## src/rtl/ram_writer_pkg.sv

```systemverilog
// Shared types and reset contents for the ram_writer lookup memory.
package ram_writer_pkg;

  typedef enum logic [2:0] {
    IDLE     = 3'd0,
    WRITE    = 3'd1,
    READBACK = 3'd2,
    CLEAR    = 3'd3,
    ACK      = 3'd4
  } state_t;

  // Element [0] is the value loaded into word 0.
  localparam logic [3:0][2:0] DEFAULT_WORDS = {3'b010, 3'b100, 3'b110, 3'b011};

  function automatic logic [2:0] default_word(input int i);
    logic [1:0] idx;
    idx = 2'(i);
    return (i < 4) ? DEFAULT_WORDS[idx] : 3'b000;
  endfunction

endpackage

```

## src/rtl/ram_writer_mem.sv

```systemverilog
// Register-array memory: async default load, synchronous write port,
// registered display read port and a combinational read-back tap.
module ram_writer_mem
  import ram_writer_pkg::*;
#(
  parameter int ADDR_WIDTH = 2,
  parameter int DATA_WIDTH = 3
) (
  input  logic                  clk_2,
  input  logic                  reset_n,
  input  logic                  we,
  input  logic [ADDR_WIDTH-1:0] waddr,
  input  logic [DATA_WIDTH-1:0] wdata,
  input  logic [ADDR_WIDTH-1:0] rd_addr,
  output logic [DATA_WIDTH-1:0] rd_data,
  input  logic [ADDR_WIDTH-1:0] rb_addr,
  output logic [DATA_WIDTH-1:0] rb_word
);

  localparam int DEPTH = 2 ** ADDR_WIDTH;

  logic [DATA_WIDTH-1:0] mem [DEPTH];

  // rd_data samples the array before this edge's write lands, so a
  // read of the address being written returns the old word.
  always_ff @(posedge clk_2 or negedge reset_n) begin
    if (!reset_n) begin
      for (int i = 0; i < DEPTH; i++) begin
        mem[ADDR_WIDTH'(i)] <= DATA_WIDTH'(default_word(i));
      end
      rd_data <= '0;
    end else begin
      rd_data <= mem[rd_addr];
      if (we) begin
        mem[waddr] <= wdata;
      end
    end
  end

  assign rb_word = mem[rb_addr];

endmodule

```

## src/rtl/ram_writer.sv

```systemverilog
// Write sequencer for the small lookup memory: single-word write with
// read-back, whole-memory clear, and a done pulse on completion.
module ram_writer
  import ram_writer_pkg::*;
#(
  parameter int ADDR_WIDTH = 2,
  parameter int DATA_WIDTH = 3,
  parameter int CNT_WIDTH  = 8
) (
  input  logic                  clk_2,
  input  logic                  reset_n,
  input  logic                  wr_req,
  input  logic [ADDR_WIDTH-1:0] wr_addr,
  input  logic [DATA_WIDTH-1:0] wr_data,
  input  logic                  clr_req,
  input  logic [ADDR_WIDTH-1:0] rd_addr,
  output logic [DATA_WIDTH-1:0] rd_data,
  output logic [DATA_WIDTH-1:0] rb_data,
  output logic                  busy,
  output logic                  done,
  output logic [CNT_WIDTH-1:0]  wr_count,
  output state_t                dbg_state
);

  localparam int                  DEPTH    = 2 ** ADDR_WIDTH;
  localparam logic [ADDR_WIDTH-1:0] LAST_IDX = ADDR_WIDTH'(DEPTH - 1);

  // Handshake: wr_req/clr_req act as valid, !busy acts as ready. A request
  // is accepted on an edge where busy is low; requests seen while busy are
  // dropped, and a level-held request is simply accepted again once idle.
  state_t                state;
  logic [ADDR_WIDTH-1:0] cap_addr;
  logic [DATA_WIDTH-1:0] cap_data;
  logic [ADDR_WIDTH-1:0] clr_idx;

  logic                  mem_we;
  logic [ADDR_WIDTH-1:0] mem_waddr;
  logic [DATA_WIDTH-1:0] mem_wdata;
  logic [DATA_WIDTH-1:0] rb_word;

  always_comb begin
    mem_we    = 1'b0;
    mem_waddr = cap_addr;
    mem_wdata = cap_data;
    case (state)
      WRITE: mem_we = 1'b1;
      CLEAR: begin
        mem_we    = 1'b1;
        mem_waddr = clr_idx;
        mem_wdata = '0;
      end
      default: ;
    endcase
  end

  ram_writer_mem #(
    .ADDR_WIDTH(ADDR_WIDTH),
    .DATA_WIDTH(DATA_WIDTH)
  ) u_mem (
    .clk_2   (clk_2),
    .reset_n (reset_n),
    .we      (mem_we),
    .waddr   (mem_waddr),
    .wdata   (mem_wdata),
    .rd_addr (rd_addr),
    .rd_data (rd_data),
    .rb_addr (cap_addr),
    .rb_word (rb_word)
  );

  always_ff @(posedge clk_2 or negedge reset_n) begin
    if (!reset_n) begin
      state    <= IDLE;
      cap_addr <= '0;
      cap_data <= '0;
      clr_idx  <= '0;
      rb_data  <= '0;
      busy     <= 1'b0;
      done     <= 1'b0;
      wr_count <= '0;
    end else begin
      case (state)
        IDLE: begin
          if (clr_req) begin
            state   <= CLEAR;
            clr_idx <= '0;
            busy    <= 1'b1;
          end else if (wr_req) begin
            state    <= WRITE;
            cap_addr <= wr_addr;
            cap_data <= wr_data;
            busy     <= 1'b1;
          end
        end
        WRITE: state <= READBACK;
        READBACK: begin
          rb_data  <= rb_word;
          wr_count <= wr_count + CNT_WIDTH'(1);
          state    <= ACK;
          done     <= 1'b1;
        end
        CLEAR: begin
          if (clr_idx == LAST_IDX) begin
            state <= ACK;
            done  <= 1'b1;
          end else begin
            clr_idx <= clr_idx + ADDR_WIDTH'(1);
          end
        end
        ACK: begin
          state <= IDLE;
          done  <= 1'b0;
          busy  <= 1'b0;
        end
        default: begin
          state <= IDLE;
          done  <= 1'b0;
          busy  <= 1'b0;
        end
      endcase
    end
  end

  assign dbg_state = state;

endmodule

```

## config.mk

```make
export PLATFORM = sky130hd
export DESIGN_NAME = ram_writer
export DESIGN_NICKNAME = d
export VERILOG_FILES = /design/src/rtl/ram_writer_pkg.sv /design/src/rtl/ram_writer_mem.sv /design/src/rtl/ram_writer.sv
export SDC_FILE = /design/constraint.sdc
export NUM_CORES = 1
export LEC_CHECK = 0
export ABC_AREA = 0
export CAP_MARGIN = 15
export CORE_ASPECT_RATIO = 0.8
export CORE_UTILIZATION = 46
export CTS_BUF_LIST = sky130_fd_sc_hd__clkbuf_4 sky130_fd_sc_hd__clkbuf_8 sky130_fd_sc_hd__clkbuf_16
export CTS_CLUSTER_DIAMETER = 80
export DETAILED_ROUTE_END_ITERATION = 6
export GPL_ROUTABILITY_DRIVEN = 0
export PLACE_DENSITY = 0.74
export SYNTH_ARGS = -nofsm -noshare
export SYNTH_HDL_FRONTEND = slang
export SYNTH_SLANG_ARGS = --single-unit
```

## constraint.sdc

```tcl
create_clock -name clk_2 -period 1.75 [get_ports clk_2]
set_input_delay 0.175 -clock clk_2 [delete_from_list [all_inputs] [get_ports clk_2]]
set_output_delay 0.175 -clock clk_2 [all_outputs]
set_load 0.02 [all_outputs]
```

# Word level (Yosys, flattened, before mapping)
# Index checks and enable logic that the tools add are counted.
[classes]
n_reduce_logical = 12
n_eq_ne = 8
n_bitwise = 6
n_lt_le_gt_ge = 4
muxes = 24
addsub = 2
[op_table]
columns = ["operator", "count"]
rows = [
  ["$mux 3", 9],
  ["$bmux 3 s2", 2],
  ["$bwmux 12", 1],
  ["$pmux 3 s4", 1],
  ["$ge 3x3->1 const B", 3],
  ["$not 2->3", 3],
  ["$add 8x1->8 const B", 1],
  ["$reduce_and 2->1", 4],
  ["$demux 3 s2", 1],
  ["$eq 3x2->1 const B", 2],
  ["$mux 2", 3],
  ["$ne 2x2->1 const B", 3],
  ["$reduce_and 3->1", 2],
  ["$mux 1", 4],
  ["$pmux 2 s2", 1],
  ["$reduce_or 2->1", 2],
  ["$eq 3x1->1 const B", 1],
  ["$logic_not 3->1", 1],
  ["$lt 3x1->1 const B", 1],
  ["$ne 3x3->1 const B", 1],
  ["$not 1->1", 3],
  ["$pmux 1 s3", 1],
  ["$reduce_or 3->1", 1],
  ["$add 2x1->2 const B", 1],
  ["4 further kinds", 4],
]
[word_totals]
out_inout_bits = 19
elab_cells = 69
register_bits = 38
input_bits = 11

# Logic depth before layout (Yosys ltp)
# Gate-level depths: netlist (run 1).
[depth]
word_depth = 8
ltp_mapped = 5
mapped_depth_nobuf = 4

# Hierarchy
# From an unflattened synthesis (run 1), not the netlist that was laid out.
[unflattened]
cells_unflattened = 114
hier_area_um2 = 1707.9
[by_module_without_submodules]
columns = ["mod", "area_each_um2", "instances", "seq_area_each_um2", "cells_per_inst"]
rows = [
  ["ram_writer", 1036.0, 1, 575.6, 81],
  ["ram_writer_mem", 671.9, 1, 410.4, 33],
]

# Least setup slack after synthesis (run 1)
# OpenSTA, ideal clock, no wires.
[synth_timing]
kind = "reg-to-reg"
start = "reg state[0] (netlist: dbg_state[0])"
end = "reg clr_idx[0]"
t_required_ns = 1.625
path_stages_with_launch = 5
slack_ns = -0.037
period_less_slack_ns = 1.787
setup_ns = 0.125
arrival_ns = 1.663
path_buffers = 1
cell_sequence = "dfrtp_1 clkbuf_1 or3b_2 a21oi_1 mux2_2"
[synth_between]
elab_chain_len = 3
word_cells_on_any_way = 7
classes_between = "3 x eq/ne; 1 x mux; 3 x reduce/logical"
[synth_lines]
columns = ["element", "line_no", "text"]
rows = [
  ["start, declared", "ram_writer.sv:31", "state_t state;"],
  ["start signal, assigned", "ram_writer.sv:73", "state <= IDLE;"],
  ["start signal, assigned", "ram_writer.sv:85", "state <= CLEAR;"],
  ["start signal, assigned", "ram_writer.sv:89", "state <= WRITE;"],
  ["$eq 3x2->1 or $logic_not 3->1 (tied branches)", "ram_writer.sv:82", "case (state)"],
  ["$ne 2x2->1 (no source line) or $reduce_bool 2->1 (tied branches)", "--", ""],
  ["$reduce_and 3->1 (no source line)", "--", ""],
  ["end signal, assigned", "ram_writer.sv:107", "clr_idx <= clr_idx + ADDR_WIDTH'(1);"],
  ["end, declared", "ram_writer.sv:34", "logic [ADDR_WIDTH-1:0] clr_idx;"],
]
# Several ways; a longest one is shown, not always the timed one.
# A chain may end at the register's enable or synchronous reset.

# Final worst setup path (run 1)
[layout_timing]
start = "reg state[1] (netlist: dbg_state[1])"
end = "reg clr_idx[1]"
# Same word-level chain as after synthesis.

==> results of run 1 <==
-- logic make-up (layout without fill, tap and decap cells) --
group                      after synthesis  count (layout)  share of synthesized area, %
DFF                                     38              38                          58.1
and+or+nand+nor                         30              30                          10.7
muxes                                   26              26                          22.0
buffers and inverters                    9              50                          2.14
AOI/OAI and AO/OA                        7               7                          2.06
xor gates and xnor gates                 7               7                          3.61
adders and majority gates                2               2                          1.47
-- placed cells by master (no fill, tap or decap), types with 4 or more instances in the layout --
| master | count |
|---|---|
| dfstp_2 | 4 |
| and2_1 | 4 |
| mux2_2 | 14 |
| a21oi_1 | 4 |
| mux4_2 | 6 |
| nand2_1 | 4 |
| buf_4 | 10 |
| xnor2_1 | 6 |
| mux2_4 | 4 |
| dfrtp_1 | 26 |
| nand4_1 | 4 |
| clkdlybuf4s50_1 | 29 |
| nor2_1 | 5 |
| edfxtp_1 | 6 |
| clkbuf_8 | 8 |
-- metal layers --
metal,up-vias,track usage (%),wire [um]
li1,505,-,-
met1,527,24.5,1480
met2,33,25.5,1330
met3,7,4.67,151
met4,0,8.57,61
met5,-,0,0
-- power by group --
part / switching (mW) / internal [mW] / leakage, nW / total [mW]
Sequential: 0.282 / 1.30 / 0.442 / 1.58
Combinational: 0.781 / 1.01 / 0.430 / 1.79
Clock: 0.297 / 0.398 / 0.0575 / 0.694
-- state kept, by name (all words and copies together) (netlist names), 2 cells and up --
register and flops:
clr_idx 2, rb_data 3, dbg_state 3, cap_addr 2
u_mem.mem 12, wr_count 8, cap_data 3, u_mem.rd_data 3
-- timing repair --
action                                  CTS  global route
endpoints found under the setup margin    1             1
setup buffers                             0             1
pin swaps                                 0             1
gates resized for setup                   1             0
-- metrics by stage --
stage                     utilization (%)  area, um^2  cells
after floorplan                         -        1700    119
after global placement               60.2        2090    193
after detailed placement             60.2        2090    193
after CTS                            63.4        2200    201
after global routing                 63.6        2210    202
final                                63.6        2210    202
-- synthesized netlist by cell type --
cell,count,share of area [%]
nand4b_1,1,0.52
o21ai_0,2,0.59
inv_1,3,0.66
nor3b_1,1,0.44
and3_1,3,1.1
dfstp_2,4,6.2
nand4_1,4,1.5
and2_1,4,1.5
nor4_1,2,0.74
or3b_2,1,0.52
nand3b_1,2,0.88
xnor2_1,6,3.1
mux2_4,4,3.5
or4b_4,1,0.81
ha_1,2,1.5
mux2_2,14,9.3
mux2i_1,2,1.2
dfrtp_1,28,41
clkbuf_1,4,0.88
mux4_2,6,8.0
nor2b_1,2,0.74
buf_2,2,0.59
nor2_1,5,1.1
a21oi_1,5,1.5
nand2_1,4,0.88
edfxtp_1,6,11
xor2_1,1,0.52
-- worst register-to-register path, cell delays in order, from the launching register on --
cell	delay, ns
dfrtp_2	0.42
buf_4	0.17
or3b_2	0.45
a21oi_2	0.19
mux2_2	0.36
-- worst paths after layout --
check                              from      endpoint  slack, ns  cells past startpoint
max                        dbg_state[1]    clr_idx[1]       0.04                      4
min                             reset_n    rb_data[2]       0.39                      2
max reg2reg                dbg_state[1]    clr_idx[1]       0.04                      4
min reg2reg                 wr_count[7]   wr_count[7]       0.47                      1
max in group asynchronous       reset_n  u_mem.mem[7]       1.03                      2
min in group clk_2          wr_count[7]   wr_count[7]       0.47                      1
-- final cells by class --
type	instances	area (um^2)	share of cell area [%]
inverter	3	11.3	0.510
tap	42	52.6	2.38
timing repair buffer	39	365	16.6
multi-input combinational	72	679	30.8
sequential	38	988	44.8
clock buffer	8	110	4.99
==> impl_metrics.tcl, run 1 <==
set metrics [dict create \
    core_area_um2 3470 \
    drive_gt1_share_pct 31.9 \
    drt_first_pass_iters 4 \
    avgSynthCellArea_um2 14.3 \
    fp.dieW_um 69.9 \
    critPathCaptureType "flip-flop" \
    critPathRequiredTime_ns 1.92 \
    slowest_stage "or3b_2" \
    setup_viol 0 \
    wl_per_cell_um 15.0 \
    period_needed_ns 1.71 \
    drtIter0Drc 86 \
    cp_max_fo 12 \
    final_net_count 172 \
    tightest_slew_ns 0.408 \
    diodes 0 \
    worstPathArrival_ns 1.88 \
    htreeDepth 2 \
    clk_latency_ns 0.29 \
    ys_seq_elements 38 \
    crit_buf_inv 1 \
    yosysWarnings 0 \
    port_buffers 29 \
    fmax_mhz 585 \
    antenna_left 0 \
    path_cells "buf_4 -> or3b_2 -> a21oi_2 -> mux2_2" \
    core.rowCount 19 \
    grt_pass1_vias 1047 \
    grt.total_usage_pct 17.5 \
    clock_skew_ns 0.00330 \
    tns_ns 0 \
    syn2layout_area_growth_pct 30.0 \
    cts.path.max_buffers 2 \
    cts_buffers 5 \
    finalHoldViolations 0 \
    slew_headroom_pct 72.8 \
    cts.sinks 38 \
    holdWs_ns 0.395 \
    drc 0 \
    vias_per_cell 5.31 \
    crit_type "flip-flop to flip-flop" \
    pre_cts_ws_ns -0.0343 \
    grt_pass1_wl_um 5200 \
    grt-ovfl-total 0 \
    cts.clk_slew.worst_paths_ns 0.07 \
    vdd.ir_drop.worst_v 0.00118 \
    antenna_found_initial 0 \
    grt_max_degree 33 \
    dp_hpwl_um 2230 \
    die_area_um2 3940 \
    slowest_delay_ns 0.45 \
    finalPower_mw 4.06 \
    critPathTopFamily "simple AND/OR/NAND/NOR gates" \
    io_pins 30 \
    fin_crit_sh_pct 97.7 \
    syn-instance-count 119 \
    setup_slack_ns 0.0410 \
    power_density_nw_per_um2 1840 \
    route.vias.total 1072 \
    initial_core_util_pct 48.9 \
    seq_area_frac_synth_pct 58.1 \
    wl_um 3030 \
    root_buffer "clkbuf_8" \
    cp-start-kind "flip-flop" \
    fillerInstances 268 \
    synth_nets 132 \
    holdBufCountCts 0 \
    drv_cap 0 \
    p_leak_nw 0.929 \
    hp-class "input port to asynchronous set/reset pin" \
    slew_viol_final 0 \
    synthesis.area_um2 1700 \
    cts_tree "built" \
    die_h_um 56.3 \
    outcome "complete, no violations" \
    synth_cell_types 27 \
]
Note: power is estimated with default switching activity, not from simulation.
==> inputs of run 2 (changes only) <==
CTS_BUF_LIST = unset   (was sky130_fd_sc_hd__clkbuf_4 sky130_fd_sc_hd__clkbuf_8 sky130_fd_sc_hd__clkbuf_16)
GPL_ROUTABILITY_DRIVEN = 1   (was 0)
==> results of run 2 <==
Same layout as run 1: the final DEF is identical, and so are final timing and power.
